### src/rtl/dsp_add_v3_pack.sv
// Packs a scalar (a, b) request stream into registered three-lane operand groups.
// Define DSP_PACK_TIMEOUT_EN to build the idle counter that auto-flushes partial groups.
module dsp_add_v3_pack #(
   parameter int WIDTH   = 12,
   parameter int TIMEOUT = 16
) (
   input  logic             clk_i,
   input  logic             rst_ni,
   input  logic             in_valid_i,
   output logic             in_ready_o,
   input  logic [WIDTH-1:0] in_a_i,
   input  logic [WIDTH-1:0] in_b_i,
   input  logic             flush_i,
   output logic             out_valid_o,
   input  logic             out_ready_i,
   output logic [WIDTH-1:0] out_a0_o,
   output logic [WIDTH-1:0] out_b0_o,
   output logic [WIDTH-1:0] out_a1_o,
   output logic [WIDTH-1:0] out_b1_o,
   output logic [WIDTH-1:0] out_a2_o,
   output logic [WIDTH-1:0] out_b2_o,
   output logic [2:0]       out_mask_o,
   output logic [7:0]       out_seq_o
);

   if (WIDTH < 1 || WIDTH > 12) begin : g_bad_width
      $error("dsp_add_v3_pack: WIDTH must be in 1..12");
   end
   if (TIMEOUT < 1 || TIMEOUT > 255) begin : g_bad_timeout
      $error("dsp_add_v3_pack: TIMEOUT must be in 1..255");
   end

   logic [1:0]            cnt_q, cnt_d;
   logic [1:0][WIDTH-1:0] col_a_q, col_b_q;
   logic                  flush_pend_q, flush_pend_d;

   logic                  out_valid_q, out_valid_d;
   logic [2:0][WIDTH-1:0] out_a_q, out_b_q;
   logic [2:0]            out_mask_q, out_mask_d;
   logic [7:0]            out_seq_q, out_seq_d;

   logic                  avail;
   logic                  accept;
   logic                  flush_req;
   logic                  launch;
   logic [1:0]            fill;
   logic [2:0][WIDTH-1:0] lane_a, lane_b;
   logic                  timeout_hit;

   assign avail      = !out_valid_q || out_ready_i;
   assign in_ready_o = rst_ni && ((cnt_q != 2'd2) || avail);
   assign accept     = in_valid_i && in_ready_o;
   assign flush_req  = flush_pend_q || flush_i;
   assign fill       = cnt_q + {1'b0, accept};

   assign launch = avail && ((accept && (cnt_q == 2'd2)) ||
                             (flush_req && (fill != 2'd0)));

   // Launch view of the lanes: collected lanes first, a same-cycle accept lands at lane cnt_q.
   always_comb begin
      lane_a = '0;
      lane_b = '0;
      if (cnt_q != 2'd0) begin
         lane_a[0] = col_a_q[0];
         lane_b[0] = col_b_q[0];
      end else if (accept) begin
         lane_a[0] = in_a_i;
         lane_b[0] = in_b_i;
      end
      if (cnt_q == 2'd2) begin
         lane_a[1] = col_a_q[1];
         lane_b[1] = col_b_q[1];
      end else if (cnt_q == 2'd1 && accept) begin
         lane_a[1] = in_a_i;
         lane_b[1] = in_b_i;
      end
      if (cnt_q == 2'd2 && accept) begin
         lane_a[2] = in_a_i;
         lane_b[2] = in_b_i;
      end
   end

`ifdef DSP_PACK_TIMEOUT_EN
   logic [7:0] idle_q, idle_d;

   always_comb begin
      idle_d = idle_q;
      if (accept || launch) begin
         idle_d = 8'd0;
      end else if (cnt_q != 2'd0 && idle_q != 8'hFF) begin
         idle_d = idle_q + 8'd1;
      end
   end

   assign timeout_hit = (idle_d == 8'(TIMEOUT));

   always_ff @(posedge clk_i or negedge rst_ni) begin
      if (!rst_ni) begin
         idle_q <= 8'd0;
      end else begin
         idle_q <= idle_d;
      end
   end
`else
   assign timeout_hit = 1'b0;
`endif

   always_comb begin
      cnt_d        = cnt_q;
      flush_pend_d = flush_pend_q;
      if (launch) begin
         cnt_d        = 2'd0;
         flush_pend_d = 1'b0;
      end else begin
         if (accept) begin
            cnt_d = cnt_q + 2'd1;
         end
         // An empty collector never yields a group, so a flush there is simply dropped.
         if (fill == 2'd0) begin
            flush_pend_d = 1'b0;
         end else if (flush_i || timeout_hit) begin
            flush_pend_d = 1'b1;
         end
      end
   end

   always_comb begin
      out_valid_d = out_valid_q;
      out_mask_d  = out_mask_q;
      out_seq_d   = out_seq_q;
      if (launch) begin
         out_valid_d = 1'b1;
         out_seq_d   = out_seq_q + 8'd1;
         unique case (fill)
            2'd1:    out_mask_d = 3'b001;
            2'd2:    out_mask_d = 3'b011;
            2'd3:    out_mask_d = 3'b111;
            default: out_mask_d = 3'b000;
         endcase
      end else if (out_ready_i) begin
         out_valid_d = 1'b0;
      end
   end

   always_ff @(posedge clk_i or negedge rst_ni) begin
      if (!rst_ni) begin
         cnt_q        <= 2'd0;
         flush_pend_q <= 1'b0;
         col_a_q      <= '0;
         col_b_q      <= '0;
      end else begin
         cnt_q        <= cnt_d;
         flush_pend_q <= flush_pend_d;
         // Without a launch an accept always finds cnt_q < 2.
         if (accept && !launch) begin
            col_a_q[cnt_q[0]] <= in_a_i;
            col_b_q[cnt_q[0]] <= in_b_i;
         end
      end
   end

   always_ff @(posedge clk_i or negedge rst_ni) begin
      if (!rst_ni) begin
         out_valid_q <= 1'b0;
         out_mask_q  <= 3'b000;
         out_seq_q   <= 8'd0;
         out_a_q     <= '0;
         out_b_q     <= '0;
      end else begin
         out_valid_q <= out_valid_d;
         out_mask_q  <= out_mask_d;
         out_seq_q   <= out_seq_d;
         if (launch) begin
            out_a_q <= lane_a;
            out_b_q <= lane_b;
         end
      end
   end

   assign out_valid_o = out_valid_q;
   assign out_mask_o  = out_mask_q;
   assign out_seq_o   = out_seq_q;
   assign out_a0_o    = out_a_q[0];
   assign out_b0_o    = out_b_q[0];
   assign out_a1_o    = out_a_q[1];
   assign out_b1_o    = out_b_q[1];
   assign out_a2_o    = out_a_q[2];
   assign out_b2_o    = out_b_q[2];

endmodule

### config.mk
export PLATFORM = sky130hd
export DESIGN_NAME = dsp_add_v3_pack
export DESIGN_NICKNAME = d
export VERILOG_FILES = /design/src/rtl/dsp_add_v3_pack.sv
export SDC_FILE = /design/constraint.sdc
export NUM_CORES = 1
export LEC_CHECK = 0
export ABC_AREA = 1
export CORE_ASPECT_RATIO = 0.75
export CORE_MARGIN = 2
export CORE_UTILIZATION = 35
export CTS_CLUSTER_DIAMETER = 30
export DETAILED_ROUTE_END_ITERATION = 16
export PLACE_DENSITY_LB_ADDON = 0.15
export SYNTH_ARGS = -nofsm -noshare
export SYNTH_HDL_FRONTEND = slang
export SYNTH_SLANG_ARGS = --single-unit
### constraint.sdc
create_clock -name clk_i -period 3.7 [get_ports clk_i]
set_input_delay 0.74 -clock clk_i [delete_from_list [all_inputs] [get_ports clk_i]]
set_output_delay 0.74 -clock clk_i [all_outputs]
set_load 0.1 [all_outputs]
==> results of run 1 <==
## cell usage after synthesis (2+ instances only)
cell | count | area, um^2
xor2_1 | 2 | 17.5
inv_1 | 8 | 30.0
nand3b_1 | 3 | 22.5
nand2_1 | 418 | 1570
o21ai_0 | 52 | 260
nand3_1 | 26 | 130
o21ai_1 | 2 | 10.0
dfrtp_1 | 135 | 3380
buf_6 | 10 | 113
nor3_1 | 2 | 10.0
buf_2 | 16 | 80.1
xnor2_1 | 2 | 17.5
clkbuf_1 | 21 | 78.8
nand2_2 | 4 | 25.0
buf_4 | 6 | 45.0
nand4_1 | 50 | 313
inv_2 | 3 | 11.3
nand3_2 | 3 | 30.0
nor2_1 | 3 | 11.3
ha_1 | 5 | 62.6
## critical path, stage by stage (launching register included)
cell and delay, ns:
dfrtp_1 0.37, clkinv_1 0.06, ha_2 0.50, nand2_2 0.14, nand3_2 0.10, inv_2 0.04
ha_1 0.28, inv_1 0.08, nand3_2 0.09, nand2_1 0.14, nand2_1 0.11, nand2_4 0.20
nand3_2 0.18, buf_4 0.29, nand2_1 0.08, nand2_1 0.05
## layer usage
metal	GRT usage	vias to the layer above	routed length, um
met1	0.331	2563	9940
met5	0	-	0
met2	0.260	166	6970
met3	0.0524	12	1060
met4	0.0591	0	138
li1	-	2690	-
## flip-flops by register name, indices dropped and copies added (netlist names), 3 cells and up
signal / count
col_a_q: 24
out_seq_o: 8
out_b2_o: 12
out_mask_o: 3
out_b1_o: 12
out_a2_o: 12
out_b0_o: 12
col_b_q: 24
out_a0_o: 12
out_a1_o: 12
## metrics by stage
stage / worst slack (ns) / instance area [um^2] / cells
floorplan: 0.559 / 6270 / 777
global placement: 0.522 / 7530 / 1093
detailed placement: 0.438 / 7530 / 1093
CTS: 0.843 / 8180 / 1125
global route: 0.524 / 8180 / 1125
finish: 0.847 / 8180 / 1125
## logic make-up after synthesis
logic type      count (synthesis)
simple gates                  511
flops                         135
compound gates                 55
buf+inv                        67
fa+ha+maj                       5
xor+xnor                        4
## cells in the final DEF (no fill, tap or decap), types with 2 or more instances in the layout
| cell type | instances |
|---|---|
| buf_12 | 2 |
| buf_4 | 15 |
| bufinv_16 | 4 |
| clkbuf_16 | 17 |
| clkbuf_8 | 6 |
| clkdlybuf4s50_1 | 111 |
| clkinv_2 | 4 |
| dfrtp_1 | 135 |
| ha_1 | 4 |
| inv_1 | 8 |
| inv_2 | 3 |
| nand2_1 | 418 |
| nand2_2 | 3 |
| nand3_1 | 26 |
| nand3_2 | 3 |
| nand3b_1 | 3 |
| nand4_1 | 50 |
| nor2_1 | 3 |
| nor3_1 | 2 |
| o21ai_0 | 52 |
| o21ai_1 | 2 |
| xnor2_1 | 2 |
| xor2_1 | 2 |
## final cells by class
cell class,instances,share of cell area
timing repair buffer,129,0.156
clock inverter,8,0.0171
inverter,12,0.00551
clock buffer,24,0.0626
sequential,135,0.413
multi-input combinational,575,0.309
tap,242,0.0370
## worst max path at each step
stage	startpoint	end	slack [ns]	cells after the start
after floorplan	cnt_q[0]	out_a2_o[0]	0.56	21
after global placement	out_ready_i	col_b_q[21]	0.52	16
after detailed placement	out_ready_i	col_b_q[5]	0.44	17
after CTS	cnt_q[0]	col_a_q[1]	0.84	15
after global routing	cnt_q[0]	col_b_q[6]	0.52	15
final	cnt_q[0]	col_a_q[1]	0.85	15
==> metrics.txt, run 1 <==
Post-CTS Resized 0; Cell Area, Synth around 6300 um^2; Sequential cell area 3380 um^2; die area 19,000 um^2; post-synthesis cell count 777; Clk pin slew, worst setup/hold paths 0.06 ns; Hold Path Class in2async; Max Clock Skew roughly 0.0056 ns; fin crit share 0.771; WP data required 4.01 ns; register area share after synthesis 0.539; deepest clock path buffer count 2; Pre-antenna DRT Iters 5; DP Wirelength 11,200 um; run status finished clean; first-pass GRT wire length between 20,000 and 30,000 um; post-synthesis net count 811; GPL Wtd Cong 0.756; P&R area growth vs syn 30.5%; IO Port Bufs 113; footprint of the multi-input gates roughly 2500 um^2; Rows 42; Synth Register Bits 135; simple logic cell fraction of the synthesized area 0.341; Die X 159 um; pin count of the biggest net entering global routing 76; EDFF count, synth 0; CTS Hold Buffers Added 0; count of cell types in the netlist 26; Sum Neg Setup Slack 0 ns; Post-DRT Antenna Nets 0; Clk Latency, worst-skew pair 0.42 ns; total CTS buffers 17; antenna cells 0; Reg2Reg Launch Point cnt_q[0]; max cap viols 0; I/O pin total 114; fin util 0.465; core area 17,600 um^2; Compound-Gate Fraction of Synth Area 0.0439; max_slew headroom 0.314; CTS root buffer clkbuf_16; Syn. warnings 0; setup violators final 0; Initial DRC Count 440; Final Hold Viols 0; RSZ-0062 raised after global routing false; worst hold slack 0.138 ns; post-synthesis mux area share 0; Final Slew Violations 0; postcts setup bufs 0; RR Endpoint col_a_q[1]; H-tree levels 4; Least-Margin Pin Slew 1.03 ns; wire per inst 16.1 um; adder-cell share of the synthesized area 0.00998; GRT Resource Usage Total 0.204; flop2flop setup slack 0.85 ns; top_reg_cell synth dfrtp_1; clk sink count 135; Layout fillers 1,726; Starting Density 0.356; Worst Path Arrival around 3.2 ns; number of global-route vias before repair 5,262; fraction of registers with async set/reset 1.00; CTS tree built; Mean Syn Cell Area 8.06 um^2; Critical Path Sink Type flop; Register-to-Register Path Depth 15; total congestion overflow 0; Remaining DRCs 0; Synth Area in XOR/XNOR 0.00559; max frequency roughly 350 MHz; layout cells sized above 1 0.0702; Setup CP Type reg2reg; Final #Nets 904; Startpoint Class flop; antenna violations before repair 0; Die Y ~120 um; min Tclk post-route 2.85 ns; largest family of logic cells by synthesized area simple AND/OR/NAND/NOR gates; vias per cell slightly below 5; routed wire length roughly 18,000 um; vias 5,431; Worst Path Max Fanout 24
Power of run 1 is left out: the tool's default activity adds up to more than one toggle a clock period on the data nets, which glitch-free logic cannot reach.
==> run 2: changes to the inputs <==
clock period = 2.85 ns   (was 3.7 ns; I/O delays follow)
==> metrics.txt, run 2 (synthesis results as in run 1) <==
Layout fillers 1,780; Sum Neg Setup Slack 0 ns; Clk Latency, worst-skew pair around 0.42 ns; Startpoint Class input port; run status finished clean; Register-to-Register Path Depth 13; most common cell after layout, fill and taps aside nand2_1; Hold Path Class reg2reg; pre-CTS WS between 0.1 and 0.15 ns; pin count of the biggest net entering global routing 76; GRT Resource Usage Total 0.204; CTS root buffer clkbuf_16; Final Slew Violations 0; Post-DRT Antenna Nets 0; core area ~18,000 um^2; GPL Wtd Cong 0.773; Reg2Reg Launch Point cnt_q[1]; fin crit share 0.822; RR Endpoint col_b_q[1]; total congestion overflow 0; Max Clock Skew 0.00574 ns; Worst Path Max Fanout 60; Remaining DRCs 0; Die X about 160 um; clk sink count 135; WP data required 3.21 ns; vias 5,384; Least-Margin Pin Slew about 0.93 ns; routed wire length 18,100 um; antenna cells 0; DP Wirelength 11,200 um; Pre-antenna DRT Iters 4; min-delay src col_a_q[10]; flop2flop setup slack roughly 0.6 ns; Clk pin slew, worst setup/hold paths approximately 0.060 ns; wire per inst 16.0 um; worst setup path end col_b_q[1]; CTS tree built; antenna violations before repair 0; Worst Setup SP rst_ni; postcts setup bufs 0; min Tclk post-route 2.34 ns; registers with the most flip-flops col_a_q: 24 flops, col_b_q: 24 flops; Critical Path Sink Type flop; P&R area growth vs syn 27.1%; max frequency 427 MHz; Starting Density 0.356; Initial DRC Count 505; worst hold stages 2; layout cells sized above 1 0.165; vias per cell 4.76; Worst Path Arrival 2.70 ns; H-tree levels 4; Final #Nets 911; I/O pin total 114; max_slew headroom 0.378; RSZ-0062 raised after global routing false; total CTS buffers 17; Die Y 120 um; number of global-route vias before repair 5,237; Rows 42; IO Port Bufs 113; setup violators final 0; deepest clock path buffer count 2; die area 19,000 um^2; most frequent cells in the layout nand2_1 (418), dfrtp_1 (134), buf_4 (100); Setup CP Type in2reg; Final Hold Viols 0; max cap viols 0; final worst slack 0.506 ns; first-pass GRT wire length 29,500 um
[run 2: metal layers]
metal  part of all wire  wire, um  GRT usage
met1               0.53      9540      0.324
met2               0.40      7270      0.268
met3              0.065      1180     0.0581
met4             0.0083       150     0.0479
met5                  0         0          0
[run 2: layout make-up]
type                    instances  area [um^2]  share of cell area
clock buffers                  27          493              0.0619
clock inverters                 4         20.0             0.00251
inverters                      12         50.0             0.00629
multi-input cells             575         2530               0.318
flip-flops and latches        135         3380               0.424
well taps                     242          303              0.0380
repair buffers                136         1180               0.149
[run 2: timing repair]
| action | CTS | global route |
|---|---|---|
| endpoints found under the hold margin | 1 | 0 |
| gates resized for setup | 0 | 0 |
| endpoints found under the setup margin | 0 | 0 |
| hold buffers | 1 | 0 |
[run 2: critical path, stage by stage]
cell,delay [ns]
dlygate4sd3_1,0.55
buf_6,0.15
nand3_4,0.08
inv_2,0.04
ha_1,0.28
inv_1,0.07
nand3_2,0.09
nand2_1,0.09
nand2_1,0.09
nand2_4,0.15
buf_12,0.27
nand4_1,0.12
nand2_1,0.10
[run 2: worst min-delay path by stage]
stage,to
after floorplan,cnt_q[0]
after global placement,col_b_q[4]
after detailed placement,col_b_q[4]
after CTS,col_a_q[10]
after global routing,col_b_q[16]
final,col_a_q[10]
[run 2: per-stage QoR]
stage	instances	area [um^2]	hold slack, ns	util
final	1131	7960	0.467	0.452
after global routing	1131	7960	0.486	0.452
after CTS	1131	7960	0.473	0.452
after detailed placement	1099	7440	0.377	0.423
after global placement	1099	7440	0.379	0.423
after floorplan	777	6300	0.274	-
Power of run 2 is left out for the same reason.
==> run 3: changes to the inputs <==
clock period = 2.05 ns   (was 2.85 ns; I/O delays follow)
==> metrics.txt, run 3 (synthesis results as in run 1) <==
run status finished with violations; failing checks setup timing; number of global-route vias before repair 5,191; Max Clock Skew approximately 0.011 ns; Critical Path Sink Type flop; fin util 0.501; max frequency slightly below 500 MHz; Remaining DRCs 0; RSZ-0062 raised after global routing true; Starting Density 0.356; pre-CTS WS -0.403 ns; Pre-antenna DRT Iters 4; Rows 42; Crit path buffers/inverters 4; Hold Path Class in2async; WP data required 2.35 ns; CTS tree built; Post-DRT Antenna Nets 0; routed wire length about 20,000 um; vias per cell 4.87; flop2flop setup slack -0.004 ns; antenna cells 0; fin crit share 1.00; met1 Use GR 0.344; Initial DRC Count approximately 470; die area 19,000 um^2; Layout fillers 1,686; I/O pin total 114; layout cells sized above 1 0.259; setup violators final 3; vias 5,706; Startpoint Class flop; min Tclk post-route 2.05 ns; most common cell after layout, fill and taps aside nand2_1; dpl cell area a little under 8000 um^2; first-pass GRT wire length 29,900 um; DP Wirelength roughly 12,000 um; Final Slew Violations 0; pin count of the biggest net entering global routing 126; Sum Neg Setup Slack -0.00644 ns; Worst Path Max Fanout 11; design area 8820 um^2; Clk pin slew, worst setup/hold paths about 0.06 ns; total CTS buffers 17; IO Port Bufs between 100 and 150; GR Layer Usage met2 0.267; Worst Path Arrival 2.35 ns; GPL Wtd Cong 0.743; registers with the most flip-flops col_a_q: 24 flops, col_b_q: 24 flops; antenna violations before repair 0; total congestion overflow 0; clk sink count ~140; Die X 159 um; P&R area growth vs syn 40.8%; final worst slack -0.00376 ns; GR Util met3 0.0473; Final #Nets 952; Clk Latency, worst-skew pair 0.42 ns; Die Y 120 um; max_slew headroom 0.528; Setup CP Type reg2reg; core area 17,600 um^2; CTS root buffer clkbuf_16; worst-path cell chain clkinv_8, ha_4, nand2_4, nand3_4, inv_4, ha_4, inv_2, nand3_2, nand2_2, nand2_4, nand2_8, nand3_4, buf_6, nand2_1, nand2_1; crit-path max cell delay 0.42 ns; Final Hold Viols 0; H-tree levels 4; CP max-delay cell dfrtp_2; GRT Resource Usage Total 0.208; wire per inst 17.2 um; Least-Margin Pin Slew 0.707 ns; most frequent cells in the layout nand2_1 (373), dfrtp_1 (133), buf_4 (116); max cap viols 0; CP delay by family, top simple AND/OR/NAND/NOR gates; deepest clock path buffer count 2; GRT busiest layer met1
==> run 3: stage by stage <==
step / hold WS, ns / instances
floorplan: 0.114 / 777
global placement: 0.429 / 1122
detailed placement: 0.425 / 1122
CTS: 0.180 / 1155
global route: 0.173 / 1172
finish: 0.134 / 1172
==> run 3: worst paths after layout <==
| check | from | end | cells after the start |
|---|---|---|---|
| worst max-delay path | cnt_q[0] | col_a_q[7] | 15 |
| worst min-delay path | rst_ni | out_a1_o[6] | 2 |
| worst max register to register | cnt_q[0] | col_a_q[7] | 15 |
| worst min register to register | col_b_q[15] | col_b_q[15] | 2 |
| max in group asynchronous | rst_ni | cnt_q[0] | 3 |
| min in group clk_i | col_b_q[15] | col_b_q[15] | 2 |
==> run 3: routing by layer <==
layer  up-vias  routed length, um
met5         -                  0
met4         0                121
met3         8               1430
met2       190               8200
met1      2715              10400
li1       2793                  -
==> run 3: final cells by class <==
cell class,instances,area (um^2),share of cell area
Tap cell,242,303,0.0343
Timing Repair Buffer,177,1770,0.201
Multi-Input combinational cell,575,2740,0.310
Clock inverter,10,130,0.0147
Clock buffer,21,440,0.0499
Sequential cell,135,3380,0.383
Inverter,12,63.8,0.00723
==> run 3: worst register-to-register path: stages, from the launching register on <==
cell	delay, ns
dfrtp_2	0.42
clkinv_8	0.06
ha_4	0.16
nand2_4	0.06
nand3_4	0.08
inv_4	0.08
ha_4	0.20
inv_2	0.05
nand3_2	0.06
nand2_2	0.11
nand2_4	0.07
nand2_8	0.14
nand3_4	0.13
buf_6	0.19
nand2_1	0.07
nand2_1	0.05
==> run 3: repair_timing <==
item                       in CTS  in global routing
hold buffers                    1                  0
setup endpoints to repair      68                121
hold endpoints to repair       10                  0
setup buffers                   0                  7
gates resized for setup         3                 67
pin swaps                       0                 24
gates cloned                    1                 10
Power of run 3 is left out for the same reason.
